===== src/rtl/uart_rx_cfg.sv =====
// Configurable UART receiver with an output FIFO.
//
// Ports:
//   clk, rst_n          system clock, asynchronous active-low reset
//   in                  asynchronous serial line, idle high
//   c_addr/c_data       config register write port
//   c_valid/c_ready     config handshake; c_ready is high only while the receiver is idle
//   error/valid_error   {overrun, framing, parity} with a one-cycle qualifying pulse
//   out/valid_out       FIFO head (zero-extended) and FIFO non-empty
//   ready_out           consumer pop, taken when valid_out & ready_out
//
// Config registers at CFG_BASE+0 (mode), +1 (divisor low byte), +2 (divisor high bits).
// The divisor high-byte write assumes 8 < WIDTH_DIV <= 8 + WIDTH_CONFIG_DATA.
module uart_rx_cfg #(
    parameter int unsigned                  WIDTH_CONFIG_ADDR = 4,
    parameter int unsigned                  WIDTH_CONFIG_DATA = 8,
    parameter logic [WIDTH_CONFIG_ADDR-1:0] CFG_BASE          = 4'b0100,
    parameter int unsigned                  OVERSAMPLE        = 16,
    parameter int unsigned                  WIDTH_DIV         = 16,
    parameter int unsigned                  FIFO_DEPTH        = 4,
    parameter int unsigned                  WIDTH_DATABITS    = 8,
    parameter int unsigned                  WIDTH_ERROR       = 3
) (
    input  logic                         clk,
    input  logic                         rst_n,
    input  logic                         in,
    input  logic [WIDTH_CONFIG_ADDR-1:0] c_addr,
    input  logic [WIDTH_CONFIG_DATA-1:0] c_data,
    input  logic                         c_valid,
    output logic                         c_ready,
    output logic [WIDTH_ERROR-1:0]       error,
    output logic                         valid_error,
    output logic [WIDTH_DATABITS-1:0]    out,
    output logic                         valid_out,
    input  logic                         ready_out
);
    localparam int unsigned SW   = $clog2(OVERSAMPLE);
    localparam int unsigned HALF = OVERSAMPLE / 2;
    localparam int unsigned PW   = $clog2(FIFO_DEPTH);
    localparam logic [WIDTH_CONFIG_ADDR-1:0] ADDR_MODE   = CFG_BASE;
    localparam logic [WIDTH_CONFIG_ADDR-1:0] ADDR_DIV_LO = WIDTH_CONFIG_ADDR'(CFG_BASE + 1);
    localparam logic [WIDTH_CONFIG_ADDR-1:0] ADDR_DIV_HI = WIDTH_CONFIG_ADDR'(CFG_BASE + 2);

    typedef enum logic [2:0] {StIdle, StStart, StData, StParity, StStop, StWaitHigh} state_e;

    state_e                    state_q, state_d;
    logic [1:0]                sync_q;
    logic                      line, line_prev_q, fall, start;
    logic [4:0]                mode_q, mode_d;
    logic [WIDTH_DIV-1:0]      div_q, div_d, div_eff, tick_cnt_q, tick_cnt_d;
    logic                      tick, vote, vote_tick;
    logic [SW-1:0]             samp_cnt_q, samp_cnt_d;
    logic                      s0_q, s0_d, s1_q, s1_d;
    logic [2:0]                bit_cnt_q, bit_cnt_d, len_m1;
    logic                      stop_cnt_q, stop_cnt_d;
    logic                      par_en, two_stop, last_bit, last_stop;
    logic [WIDTH_DATABITS-1:0] data_q, data_d;
    logic                      par_err_q, par_err_d, frm_err_q, frm_err_d, frm_now;
    logic                      frame_end, push_req, push, pop, full, ovr, err_any;
    logic [WIDTH_ERROR-1:0]    error_q, error_d;
    logic                      valid_error_q;
    logic [PW-1:0]             wr_ptr_q, rd_ptr_q;
    logic [PW:0]               count_q, count_d;
    logic [WIDTH_DATABITS-1:0] mem_q [FIFO_DEPTH];

    // Line conditioning: two-flop synchronizer plus edge history.
    assign line = sync_q[1];
    assign fall = line_prev_q & ~line;

    // Mode decode.
    assign par_en   = mode_q[0] ^ mode_q[1];
    assign two_stop = mode_q[2];
    assign len_m1   = {1'b0, mode_q[4:3]} + 3'd4;

    // Baud tick; restarted on the start edge so bit phase is locked to the frame.
    assign div_eff    = (div_q == '0) ? WIDTH_DIV'(1) : div_q;
    assign tick       = tick_cnt_q >= (div_eff - WIDTH_DIV'(1));
    assign tick_cnt_d = (start || tick) ? '0 : tick_cnt_q + WIDTH_DIV'(1);

    // Majority of the three samples around bit centre; decided on the third sample tick.
    assign vote      = (s0_q & s1_q) | (s0_q & line) | (s1_q & line);
    assign vote_tick = tick && (samp_cnt_q == SW'(HALF + 1));
    assign last_bit  = bit_cnt_q == len_m1;
    assign last_stop = stop_cnt_q | ~two_stop;
    assign frm_now   = frm_err_q | ~vote;

    // FIFO status; a pop on a full FIFO makes room for a same-cycle push.
    assign pop  = valid_out & ready_out;
    assign full = count_q == (PW + 1)'(FIFO_DEPTH);

    // FSM: state register.
    always_ff @(posedge clk or negedge rst_n) begin
        if (!rst_n) state_q <= StIdle;
        else        state_q <= state_d;
    end

    // FSM: next state.
    always_comb begin
        state_d = state_q;
        unique case (state_q)
            StIdle:     if (fall) state_d = StStart;
            StStart:    if (vote_tick) state_d = vote ? StIdle : StData;
            StData:     if (vote_tick && last_bit) state_d = par_en ? StParity : StStop;
            StParity:   if (vote_tick) state_d = StStop;
            StStop:     if (vote_tick && last_stop) state_d = frm_now ? StWaitHigh : StIdle;
            StWaitHigh: if (line) state_d = StIdle;
            default:    state_d = StIdle;
        endcase
    end

    // FSM: outputs.
    always_comb begin
        c_ready   = state_q == StIdle;
        start     = (state_q == StIdle) && fall;
        frame_end = (state_q == StStop) && vote_tick && last_stop;
        push_req  = frame_end && !par_err_q && !frm_now;
        push      = push_req && (!full || pop);
        ovr       = push_req && !push;
        err_any   = frame_end && (ovr || frm_now || par_err_q);
        error_d   = err_any ? WIDTH_ERROR'({ovr, frm_now, par_err_q}) : '0;
    end

    // Config next-state; only reachable while idle because c_ready gates it.
    always_comb begin
        mode_d = mode_q;
        div_d  = div_q;
        if (c_valid && c_ready) begin
            if (c_addr == ADDR_MODE)   mode_d = c_data[4:0];
            if (c_addr == ADDR_DIV_LO) div_d[7:0] = c_data[7:0];
            if (c_addr == ADDR_DIV_HI) div_d[WIDTH_DIV-1:8] = c_data[WIDTH_DIV-9:0];
        end
    end

    // Frame datapath next-state.
    always_comb begin
        samp_cnt_d = samp_cnt_q;
        s0_d       = s0_q;
        s1_d       = s1_q;
        bit_cnt_d  = bit_cnt_q;
        stop_cnt_d = stop_cnt_q;
        data_d     = data_q;
        par_err_d  = par_err_q;
        frm_err_d  = frm_err_q;
        if (start) begin
            samp_cnt_d = '0;
            bit_cnt_d  = '0;
            stop_cnt_d = 1'b0;
            data_d     = '0;
            par_err_d  = 1'b0;
            frm_err_d  = 1'b0;
        end else if (tick) begin
            samp_cnt_d = (samp_cnt_q == SW'(OVERSAMPLE - 1)) ? '0 : samp_cnt_q + SW'(1);
            if (samp_cnt_q == SW'(HALF - 1)) s0_d = line;
            if (samp_cnt_q == SW'(HALF))     s1_d = line;
            if (vote_tick) begin
                case (state_q)
                    StData: begin
                        data_d[bit_cnt_q] = vote;
                        bit_cnt_d         = bit_cnt_q + 3'd1;
                    end
                    // Data bits above the configured length are zero, so a full XOR is safe.
                    StParity: par_err_d = (^data_q) ^ vote ^ mode_q[1];
                    StStop: begin
                        frm_err_d  = frm_now;
                        stop_cnt_d = 1'b1;
                    end
                    default: ;
                endcase
            end
        end
    end

    // FIFO occupancy.
    always_comb begin
        count_d = count_q;
        if (push && !pop)      count_d = count_q + (PW + 1)'(1);
        else if (!push && pop) count_d = count_q - (PW + 1)'(1);
    end

    always_ff @(posedge clk or negedge rst_n) begin
        if (!rst_n) begin
            sync_q        <= 2'b11;
            line_prev_q   <= 1'b1;
            mode_q        <= 5'b11000;
            div_q         <= WIDTH_DIV'(1);
            tick_cnt_q    <= '0;
            samp_cnt_q    <= '0;
            s0_q          <= 1'b1;
            s1_q          <= 1'b1;
            bit_cnt_q     <= '0;
            stop_cnt_q    <= 1'b0;
            data_q        <= '0;
            par_err_q     <= 1'b0;
            frm_err_q     <= 1'b0;
            error_q       <= '0;
            valid_error_q <= 1'b0;
            wr_ptr_q      <= '0;
            rd_ptr_q      <= '0;
            count_q       <= '0;
        end else begin
            sync_q        <= {sync_q[0], in};
            line_prev_q   <= line;
            mode_q        <= mode_d;
            div_q         <= div_d;
            tick_cnt_q    <= tick_cnt_d;
            samp_cnt_q    <= samp_cnt_d;
            s0_q          <= s0_d;
            s1_q          <= s1_d;
            bit_cnt_q     <= bit_cnt_d;
            stop_cnt_q    <= stop_cnt_d;
            data_q        <= data_d;
            par_err_q     <= par_err_d;
            frm_err_q     <= frm_err_d;
            error_q       <= error_d;
            valid_error_q <= err_any;
            if (push) wr_ptr_q <= wr_ptr_q + PW'(1);
            if (pop)  rd_ptr_q <= rd_ptr_q + PW'(1);
            count_q       <= count_d;
        end
    end

    // Storage needs no reset: the head is masked whenever the FIFO is empty.
    always_ff @(posedge clk) begin
        if (push) mem_q[wr_ptr_q] <= data_q;
    end

    assign valid_out   = count_q != '0;
    assign out         = valid_out ? mem_q[rd_ptr_q] : '0;
    assign error       = error_q;
    assign valid_error = valid_error_q;

endmodule


===== config.mk =====
export PLATFORM = sky130hd
export DESIGN_NAME = uart_rx_cfg
export DESIGN_NICKNAME = d
export VERILOG_FILES = /design/src/rtl/uart_rx_cfg.sv
export SDC_FILE = /design/constraint.sdc
export NUM_CORES = 1
export LEC_CHECK = 0
export ABC_CLOCK_PERIOD_IN_PS = 5330
export CORE_ASPECT_RATIO = 1.75
export CORE_UTILIZATION = 60
export DETAILED_ROUTE_END_ITERATION = 8
export PLACE_DENSITY = 0.84
export SYNTH_ARGS = -nofsm -noshare
export SYNTH_HDL_FRONTEND = slang
export SYNTH_SLANG_ARGS = --single-unit

===== constraint.sdc =====
create_clock -name clk -period 5.33 [get_ports clk]
set_clock_uncertainty 0.2 [all_clocks]
set_input_delay 0.7995 -clock clk [delete_from_list [all_inputs] [get_ports clk]]
set_output_delay 0.7995 -clock clk [all_outputs]
set_load 0.005 [all_outputs]

==> results.py, run 1 <==
metrics = {
    "outcome": {
        "status": "completed",
    },
    "power": {
        "ir_drop_v": 0.000328,
        "p_per_area_nw_per_um2": 415,
        "fin_total_pwr_mw": 2.55,
        "p_leak_nw": 2.62,
    },
    "die": {
        "start_util": 0.623,
        "rows": 45,
        "ios": 31,
        "die_x_um": 74.2,
        "coreArea_um2": 8780,
        "fp.dieH_um": 128,
        "die_area_um2": 9520,
    },
    "route": {
        "vias": 3530,
        "via_per_inst": 5.90,
        "first_pass_iters": 5,
        "drc": 0,
        "drt_iter0_markers": 213,
        "wl_per_cell_um": 17.7,
        "wl_um": 10600,
        "final_antenna_net_count": 0,
    },
    "synth": {
        "synth_commonest_cells": "dfrtp_1 (66), nor2_1 (40), nand2_1 (33)",
        "synth_area_leaders": "dfrtp_1 (30%), edfxtp_1 (18%), ha_1 (6.2%)",
        "ys_async_sr_fraction": 0.698,
        "synth_seq_cells": 106,
        "syn-cell-area_um2": 5470,
        "yosysWarnings": 0,
        "yosysUniqueCellTypes": 60,
        "synthFlopType": "dfrtp_1",
        "synthMostInstantiatedCell": "dfrtp_1",
        "syn_nets": 493,
        "synth_area_leader_cell": "dfrtp_1",
        "seq_area_frac_synth": 0.516,
        "synth_edf_count": 32,
        "syn-instance-count": 448,
        "syn_avg_cell_area_um2": 12.2,
        "synth_top_cell_area_share": 0.302,
    },
    "clocking": {
        "h-tree-depth": 3,
        "clockBufferDepth": 2,
        "clkTransAtPathRegs_ns": 0.07,
        "cts_hold_buf": 0,
        "clk_latency_ns": 0.35,
        "cts_tree": "built",
        "clockRootBuffer": "clkbuf_16",
        "clock_sinks": 106,
        "cts_made_buffers": 9,
    },
    "cells_and_area": {
        "drive_gt1_frac": 0.154,
        "diodes": 0,
        "fin_area_um2": 6160,
        "area_delta_synth_final_pct": 12.5,
        "fin_util": 0.701,
        "fin_nets": 521,
    },
    "placement": {
        "place_hpwl_um": 8110,
        "postPlaceCellArea_um2": 5830,
        "gp_congestion": 0.829,
        "io_buffers": 30,
    },
    "global_routing": {
        "grt_pass1_vias": 3778,
        "overflow": 0,
        "antenna_found_initial": 0,
        "grt_max_degree": 75,
        "grt_usage": 0.251,
        "grt_pass1_wl_um": 17700,
    },
    "critical_path": {
        "worstPathMaxFanout": 12,
        "cp_common_cell": "ha_1",
        "cp-end-kind": "flip-flop",
        "slowest_delay_ns": 0.46,
        "slowest_stage": "or3_1",
        "crit_chain": "or3_1 -> nor4b_2 -> a31oi_1 -> ha_1 -> nand2_1 -> nor3_1 -> xnor2_1 -> ha_1 -> nand4_2 -> nor3_1 -> nor3_2 -> and2_2 -> nor2_1 -> buf_4 -> ha_1 -> inv_1 -> fa_1 -> xor2_1 -> nor2_1 -> xor2_1",
        "required_ns": 5.39,
        "crit_type": "flip-flop to flip-flop",
        "cp-start-kind": "flip-flop",
        "cp.arrival_ns": 4.98,
    },
    "job": {
        "cap_violations": 0,
    },
    "timing": {
        "setup_tns_ns": 0,
        "fmax_mhz": 204,
        "slew-limit-headroom": 0.371,
        "hold_slack_ns": 0.158,
        "final-hold-violation-count": 0,
        "timing.final.crit_share": 0.922,
        "setup_viol": 0,
        "min_period_ns": 4.91,
        "report.final.slew_viol_count": 0,
        "worst_pin_slew_ns": 0.944,
        "rsz0062_at_grt": "false",
    },
    "worst_hold_path": {
        "min_path_type": "flip-flop to flip-flop",
    },
}
## power by group
part | internal, mW | switching, mW
registers | 0.950 | 0.154
clock network | 0.411 | 0.287
logic | 0.354 | 0.397
total | 1.72 | 0.838
## flip-flops by register name, indices dropped and copies added (netlist names), 2 cells and up
register    count
mem_q          32
div_q          16
tick_cnt_q     16
data_q          8
mode_q          5
samp_cnt_q      4
bit_cnt_q       3
count_q         3
error           3
state_q         3
rd_ptr_q        2
sync_q          2
wr_ptr_q        2
## cells in the final DEF (no fill, tap or decap), types with 2 or more instances in the layout
| cell type | Yosys | routed |
|---|---|---|
| a211oi_1 | 2 | 2 |
| a21oi_1 | 16 | 16 |
| a31oi_1 | 2 | 2 |
| and2_1 | 13 | 13 |
| and3_1 | 8 | 8 |
| and4_1 | 4 | 4 |
| buf_4 | 1 | 2 |
| bufinv_16 | 0 | 2 |
| clkbuf_16 | 0 | 9 |
| clkdlybuf4s50_1 | 0 | 29 |
| clkinv_2 | 0 | 2 |
| dfrtp_1 | 66 | 66 |
| dfstp_2 | 8 | 8 |
| edfxtp_1 | 32 | 32 |
| ha_1 | 27 | 27 |
| inv_1 | 11 | 11 |
| mux2_2 | 26 | 26 |
| mux2i_1 | 10 | 10 |
| mux4_2 | 8 | 8 |
| nand2_1 | 33 | 33 |
| nand2_2 | 2 | 2 |
| nand2b_1 | 2 | 2 |
| nand3_1 | 11 | 11 |
| nand3b_1 | 4 | 4 |
| nand4_1 | 4 | 4 |
| nand4_2 | 2 | 2 |
| nand4b_1 | 4 | 4 |
| nor2_1 | 40 | 40 |
| nor2b_1 | 3 | 3 |
| nor3_1 | 9 | 9 |
| nor3b_1 | 2 | 2 |
| nor4_1 | 5 | 4 |
| nor4b_1 | 2 | 2 |
| nor4bb_1 | 2 | 2 |
| o21ai_0 | 4 | 4 |
| o32ai_1 | 2 | 2 |
| or3_1 | 2 | 2 |
| xnor2_1 | 31 | 31 |
| xor2_1 | 16 | 16 |
## path summary, 6_finish.rpt
kind,startpoint,to,slack (ns),cells after the start
setup / recovery,div_q[4],count_q[2],0.42,20
hold / removal,sync_q[0],sync_q[1],0.16,0
setup reg to reg,div_q[4],count_q[2],0.42,20
hold reg to reg,sync_q[0],sync_q[1],0.16,0
max in group asynchronous,rst_n,count_q[1],3.92,1
min in group asynchronous,rst_n,data_q[2],0.36,1
## layer usage
| layer | vias up | global-route usage | part of all wire |
|---|---|---|---|
| met5 | - | 0 | 0 |
| met4 | 0 | 0.136 | 0.035 |
| met3 | 29 | 0.0417 | 0.019 |
| met2 | 61 | 0.481 | 0.60 |
| met1 | 1773 | 0.244 | 0.35 |
| li1 | 1667 | - | - |
## area by class of cell
cell class	instances	area, µm²
Fill cell	640	2630
Inverter	11	41.3
Tap cell	117	146
Clock buffer	9	225
Timing Repair Buffer	31	305
Clock inverter	7	91.3
Multi-Input combinational cell	317	2520
Sequential cell	106	2820
## worst max-delay path: cells and delay by family (launching register included)
family          cells  cell delay [ns]
flops               1             0.42
buf+inv             2             0.22
simple gates       10             2.17
fa+ha+maj           4             1.14
compound gates      1             0.20
xor+xnor            3             0.47
## through the flow
stage / setup slack, ns / instances
after floorplan: 0.775 / 448
after global placement: 0.614 / 582
after detailed placement: 0.386 / 582
after CTS: 0.371 / 598
after global routing: 0.0121 / 598
final: 0.417 / 598
## repair_timing
item	CTS	global route
gates resized for setup	0	1
setup endpoints to repair	0	1
buffers inserted	0	0
## cell families after synthesis
| kind of cell | share of synthesized area |
|---|---|
| adder cells (fa/ha/maj) | 0.0672 |
| XOR/XNOR | 0.0753 |
| AND/OR/NAND/NOR | 0.155 |
| AO/OA/AOI/OAI | 0.0560 |
| buffers and inverters | 0.0238 |
| multiplexers | 0.107 |
| flip-flops | 0.516 |
No activity file was read; power rests on OpenSTA's default activity.
==> run 2, diff against run 1 <==
--- a/config.mk
+++ b/config.mk
@@ -6,10 +6,12 @@
 export NUM_CORES = 1
 export LEC_CHECK = 0
 export ABC_CLOCK_PERIOD_IN_PS = 5330
+export CELL_PAD_IN_SITES_DETAIL_PLACEMENT = 2
+export CELL_PAD_IN_SITES_GLOBAL_PLACEMENT = 2
 export CORE_ASPECT_RATIO = 1.75
-export CORE_UTILIZATION = 60
+export CORE_UTILIZATION = 41
 export DETAILED_ROUTE_END_ITERATION = 8
-export PLACE_DENSITY = 0.84
+export PLACE_DENSITY = 0.83
 export SYNTH_ARGS = -nofsm -noshare
 export SYNTH_HDL_FRONTEND = slang
 export SYNTH_SLANG_ARGS = --single-unit
==> run 2 against run 1 <==
  * Non-clock buffer count is the same
  * Sequential share of layout area down 0.43 points
  * Via count is 4.1% higher
  * Fmax down 1.6%
  * Critical path depth down 1
  * Clock-buffer cell count grew 1
  * Sequential cell count stayed put
  * Sequential power barely moved
  * Design area is 0.96% higher
  * Die area increased by 45%
  * Critical path type unchanged
  * Largest power group unchanged
  * Highest routed layer unchanged
==> results.py, run 2 (synthesis gave the netlist of run 1 again) <==
metrics = {
    "clocking": {
        "clock_sinks": 106,
        "cts_tree": "built",
        "clk_latency_ns": 0.36,
        "h-tree-depth": 3,
        "clockRootBuffer": "clkbuf_16",
        "cts_made_buffers": 9,
        "clkTransAtPathRegs_ns": 0.07,
        "clockBufferDepth": 2,
    },
    "critical_path": {
        "required_ns": 5.38,
        "crit_chain": "or4_1 -> nor4_2 -> a31oi_1 -> ha_1 -> nand2_1 -> nor3_1 -> xnor2_1 -> ha_1 -> nand4_2 -> a211oi_2 -> a31oi_4 -> and2_2 -> nor2_1 -> ha_1 -> inv_1 -> fa_1 -> xor2_1 -> nor2_1 -> xor2_1",
        "slowest_stage": "or4_1",
        "cp.arrival_ns": 5.04,
        "slowest_delay_ns": 0.63,
        "crit_type": "flip-flop to flip-flop",
        "cp_common_cell": "ha_1",
        "r2r-start": "div_q[9]",
        "worstPathMaxFanout": 12,
        "critPathTopFamily": "simple AND/OR/NAND/NOR gates",
        "ff2ff_path_depth": 19,
        "cp-start-kind": "flip-flop",
        "r2r-end": "count_q[2]",
        "critPathBufInv": 1,
        "r2r_slack_ns": 0.34,
        "cp-end-kind": "flip-flop",
    },
    "job": {
        "cap_violations": 0,
    },
    "power": {
        "ir_drop_v": 0.000223,
        "p_leak_nw": 2.61,
        "p_per_area_nw_per_um2": 420,
    },
    "cells_and_area": {
        "area_delta_synth_final_pct": 13.6,
        "fin_nets": 521,
        "drive_gt1_frac": 0.154,
        "largest_register_ffs": 32,
        "diodes": 0,
        "layout_commonest_cell": "dfrtp_1",
        "max_flop_register": "mem_q",
        "final_cell_mix": "dfrtp_1 (66), nor2_1 (40), nand2_1 (33), edfxtp_1 (32), xnor2_1 (31)",
        "fillers": 1333,
        "multi_input_area_um2": 2540,
        "seq_area_um2": 2820,
        "largestRegisters": "mem_q: 32 flops, div_q: 16 flops, tick_cnt_q: 16 flops",
    },
    "timing": {
        "worst_pin_slew_ns": 0.982,
        "final-hold-violation-count": 0,
        "timing.final.crit_share": 0.937,
        "post-route-worst-setup-slack_ns": 0.336,
        "min_period_ns": 4.99,
        "rsz0062_at_grt": "false",
        "setup_viol": 0,
        "slew-limit-headroom": 0.345,
        "setup_tns_ns": 0,
        "fmax_mhz": 200,
        "report.final.slew_viol_count": 0,
    },
    "worst_hold_path": {
        "hold_end": "sync_q[1]",
        "min_path_type": "flip-flop to flip-flop",
        "holdPathStages": 0,
        "min_from": "sync_q[0]",
    },
    "route": {
        "final_antenna_net_count": 0,
        "drt_iter0_markers": 79,
        "drc": 0,
        "wl_per_cell_um": 21.4,
        "via_per_inst": 5.63,
        "wl_um": 14000,
        "vias": 3673,
        "first_pass_iters": 4,
    },
    "global_routing": {
        "grt_usage": 0.223,
        "grtUsageMet1": 0.201,
        "grt_max_degree": 75,
        "grt_pass1_vias": 4299,
        "grt_pass1_wl_um": 22300,
        "top_usage_layer": "met2",
        "antenna_found_initial": 0,
        "gr-usage-met3": 0.0384,
        "overflow": 0,
        "use_met2": 0.443,
    },
    "die": {
        "start_util": 0.423,
        "fp.dieH_um": 155,
        "coreArea_um2": 12900,
        "rows": 55,
        "die_area_um2": 13800,
        "ios": 31,
        "die_x_um": 89.3,
    },
    "placement": {
        "gp_congestion": 0.862,
        "place_hpwl_um": 10600,
        "io_buffers": 30,
        "dpl_worst_slack_ns": 0.288,
    },
    "outcome": {
        "status": "completed",
    },
}
run 2: cell types whose count changed in the layout (fill, tap and decap cells not counted), sizes merged:
cell    previous run  this run
bufinv             2         1
clkbuf             9        10
clkinv             4         3
inv               12        13
run 2: worst max-delay path by stage:
stage	startpoint	endpoint	slack [ns]	depth (start not counted)
floorplan	div_q[9]	count_q[2]	0.78	18
finish	div_q[9]	count_q[2]	0.34	19
CTS	div_q[9]	count_q[2]	0.18	19
detailed placement	div_q[9]	count_q[2]	0.29	19
global placement	div_q[9]	count_q[2]	0.63	19
global route	div_q[9]	count_q[2]	0.03	19
run 2: cell type report:
class | instances | area share
multi-input cells | 317 | 0.408
inverters | 11 | 0.00664
clock buffers | 10 | 0.0368
repair buffers | 31 | 0.0491
clock inverters | 6 | 0.0105
well taps | 171 | 0.0344
flip-flops and latches | 106 | 0.454
run 2: layer usage:
metal | wire (µm) | up-vias
met3 | 306 | 43
li1 | - | 1658
met5 | 0 | -
met2 | 8480 | 69
met4 | 640 | 0
met1 | 4530 | 1903
run 2: through the flow:
step	util	std cells	hold slack (ns)	power (mW)	cell area, µm²
after floorplan	-	448	0.145	1.65	5470
after global placement	0.456	636	0.145	1.87	5900
after detailed placement	0.456	636	0.150	1.94	5900
after CTS	0.479	652	0.164	2.62	6190
after global routing	0.480	652	0.167	2.74	6210
final	0.480	652	0.158	2.61	6210
run 2: power breakdown:
part | internal [mW] | switching [mW]
Combinational | 0.361 | 0.459
Sequential | 0.949 | 0.164
Clock | 0.367 | 0.311
Total | 1.68 | 0.934
run 2: repair_timing:
item	4_1_cts	5_1_grt
setup buffers	0	0
hold buffers	0	0
hold endpoints to repair	0	0
setup endpoints to repair	0	1
resized for setup	0	3
==> run 3, diff against run 2 <==
--- a/config.mk
+++ b/config.mk
@@ -12,6 +12,9 @@
 export CORE_UTILIZATION = 41
 export DETAILED_ROUTE_END_ITERATION = 8
 export PLACE_DENSITY = 0.83
+export SETUP_SLACK_MARGIN = 0.4
+export SKIP_CTS_REPAIR_TIMING = 1
+export SLEW_MARGIN = 15
 export SYNTH_ARGS = -nofsm -noshare
 export SYNTH_HDL_FRONTEND = slang
 export SYNTH_SLANG_ARGS = --single-unit
==> run 3 against run 2 <==
  * Core utilization rose by 0.99 points
  * Cell count rose by 1.4%
  * Worst hold slack improved by 0.0029 ns
  * Critical path depth did not move
  * Fmax rose by 3.7%
  * Via count rose by 1.8%
  * Design area rose by 2.1%
  * Setup slack improved by 0.18 ns
  * Clock-buffer cell count did not move
  * First-iteration DRC count rose by 78%
  * Critical endpoint unchanged
==> results.py, run 3 (synthesis gave the netlist of run 1 again) <==
metrics = {
    "cells_and_area": {
        "largest_register_ffs": 32,
        "fillers": 1300,
        "fin_area_um2": 6340,
        "largestRegisters": "mem_q: 32 flops, div_q: 16 flops, tick_cnt_q: 16 flops",
        "fin_nets": 530,
        "max_flop_register": "mem_q",
        "final_cell_mix": "dfrtp_1 (64), nor2_1 (39), nand2_1 (32), edfxtp_1 (32), xnor2_1 (31)",
        "area_delta_synth_final_pct": 15.9,
        "layout_commonest_cell": "dfrtp_1",
        "diodes": 0,
        "drive_gt1_frac": 0.186,
        "fin_util": 0.490,
    },
    "global_routing": {
        "grt_pass1_vias": 4299,
        "antenna_found_initial": 0,
        "overflow": 0,
        "grt_max_degree": 75,
        "grt_usage": 0.223,
        "grt_pass1_wl_um": 22300,
    },
    "critical_path": {
        "cp-end-kind": "flip-flop",
        "required_ns": 5.38,
        "slowest_delay_ns": 0.60,
        "worstPathMaxFanout": 5,
        "cp.arrival_ns": 4.86,
        "cp-start-kind": "flip-flop",
        "critPathBufInv": 1,
        "slowest_stage": "or4_4",
        "crit_type": "flip-flop to flip-flop",
        "crit_chain": "or4_4 -> nor4_4 -> a31oi_2 -> ha_2 -> nand2_2 -> nor3_1 -> xnor2_1 -> ha_1 -> nand4_4 -> a211oi_4 -> a31oi_4 -> and2_4 -> nor2_2 -> ha_2 -> inv_1 -> fa_1 -> xor2_1 -> nor2_1 -> xor2_1",
        "critPathTopFamily": "simple AND/OR/NAND/NOR gates",
    },
    "clocking": {
        "clockRootBuffer": "clkbuf_16",
        "cts_made_buffers": 9,
        "clockBufferDepth": 2,
        "clkTransAtPathRegs_ns": 0.07,
        "h-tree-depth": 3,
        "cts_tree": "built",
        "clock_sinks": 106,
        "clk_latency_ns": 0.36,
    },
    "power": {
        "p_leak_nw": 2.66,
        "p_per_area_nw_per_um2": 435,
        "ir_drop_v": 0.000261,
    },
    "timing": {
        "slew-limit-headroom": 0.339,
        "worst_pin_slew_ns": 0.992,
        "timing.final.crit_share": 0.904,
        "post-route-worst-setup-slack_ns": 0.512,
        "fmax_mhz": 208,
        "setup_viol": 0,
        "hold_slack_ns": 0.161,
        "rsz0062_at_grt": "false",
        "min_period_ns": 4.82,
        "report.final.slew_viol_count": 0,
        "setup_tns_ns": 0,
        "final-hold-violation-count": 0,
    },
    "die": {
        "fp.dieH_um": 155,
        "coreArea_um2": 12900,
        "ios": 31,
        "rows": 55,
        "die_x_um": 89.3,
        "start_util": 0.423,
        "die_area_um2": 13800,
    },
    "route": {
        "drt_iter0_markers": 141,
        "first_pass_iters": 4,
        "via_per_inst": 5.66,
        "drc": 0,
        "wl_um": 15100,
        "final_antenna_net_count": 0,
        "wl_per_cell_um": 22.8,
        "vias": 3740,
    },
    "outcome": {
        "status": "completed",
    },
    "placement": {
        "postPlaceCellArea_um2": 5900,
        "place_hpwl_um": 10600,
        "dpl_worst_slack_ns": 0.288,
        "gp_congestion": 0.862,
        "io_buffers": 30,
    },
    "job": {
        "cap_violations": 0,
    },
    "worst_hold_path": {
        "min_path_type": "flip-flop to flip-flop",
    },
}
==> run 3: cell count changes in the layout (fill, tap and decap cells not counted), moves of 2 or more <==
cell,change
ha_1,-2
dfrtp_2,+2
buf_4,+8
dfrtp_1,-2
ha_2,+2
==> run 3: worst register-to-register path, cell delays in order, from the launching register on <==
cell	delay, ns
dfrtp_1	0.43
or4_4	0.60
nor4_4	0.31
a31oi_2	0.16
ha_2	0.25
nand2_2	0.09
nor3_1	0.08
xnor2_1	0.15
ha_1	0.36
nand4_4	0.16
a211oi_4	0.30
a31oi_4	0.15
and2_4	0.22
nor2_2	0.14
ha_2	0.21
inv_1	0.05
fa_1	0.37
xor2_1	0.22
nor2_1	0.09
xor2_1	0.16
==> run 3: layout make-up <==
cell class                      count  area (µm²)  area share
Inverter                           11        41.3     0.00651
Clock inverter                      6        65.1      0.0103
Multi-Input combinational cell    318        2600       0.410
Sequential cell                   106        2830       0.445
Clock buffer                       10         229      0.0361
Tap cell                          171         214      0.0337
Timing Repair Buffer               39         365      0.0576
==> run 3: worst paths after layout <==
check,start,endpoint,slack (ns),depth (start not counted)
hold / removal,sync_q[0],sync_q[1],0.16,0
min in group asynchronous,rst_n,data_q[2],0.38,1
setup / recovery,div_q[12],count_q[2],0.51,19
setup reg to reg,div_q[12],count_q[2],0.51,19
max in group asynchronous,rst_n,div_q[9],3.83,1
hold reg to reg,sync_q[0],sync_q[1],0.16,0
==> run 3: routing by layer <==
metal / track usage / wire length (µm) / up-vias
met1: 0.201 / 4900 / 1937
met5: 0 / 0 / -
met4: 0.117 / 725 / 0
met2: 0.443 / 9170 / 76
met3: 0.0384 / 269 / 45
li1: - / - / 1682
==> run 3: per-stage QoR <==
step	instances	total power [mW]
after floorplan	448	1.65
after global placement	636	1.87
after detailed placement	636	1.94
after CTS	652	2.62
after global routing	661	2.88
final	661	2.76
==> run 3: where the power goes <==
group,internal (mW),switching (mW),leakage (nW)
logic,0.416,0.540,1.18
registers,0.951,0.177,1.34
clock network,0.367,0.311,0.146
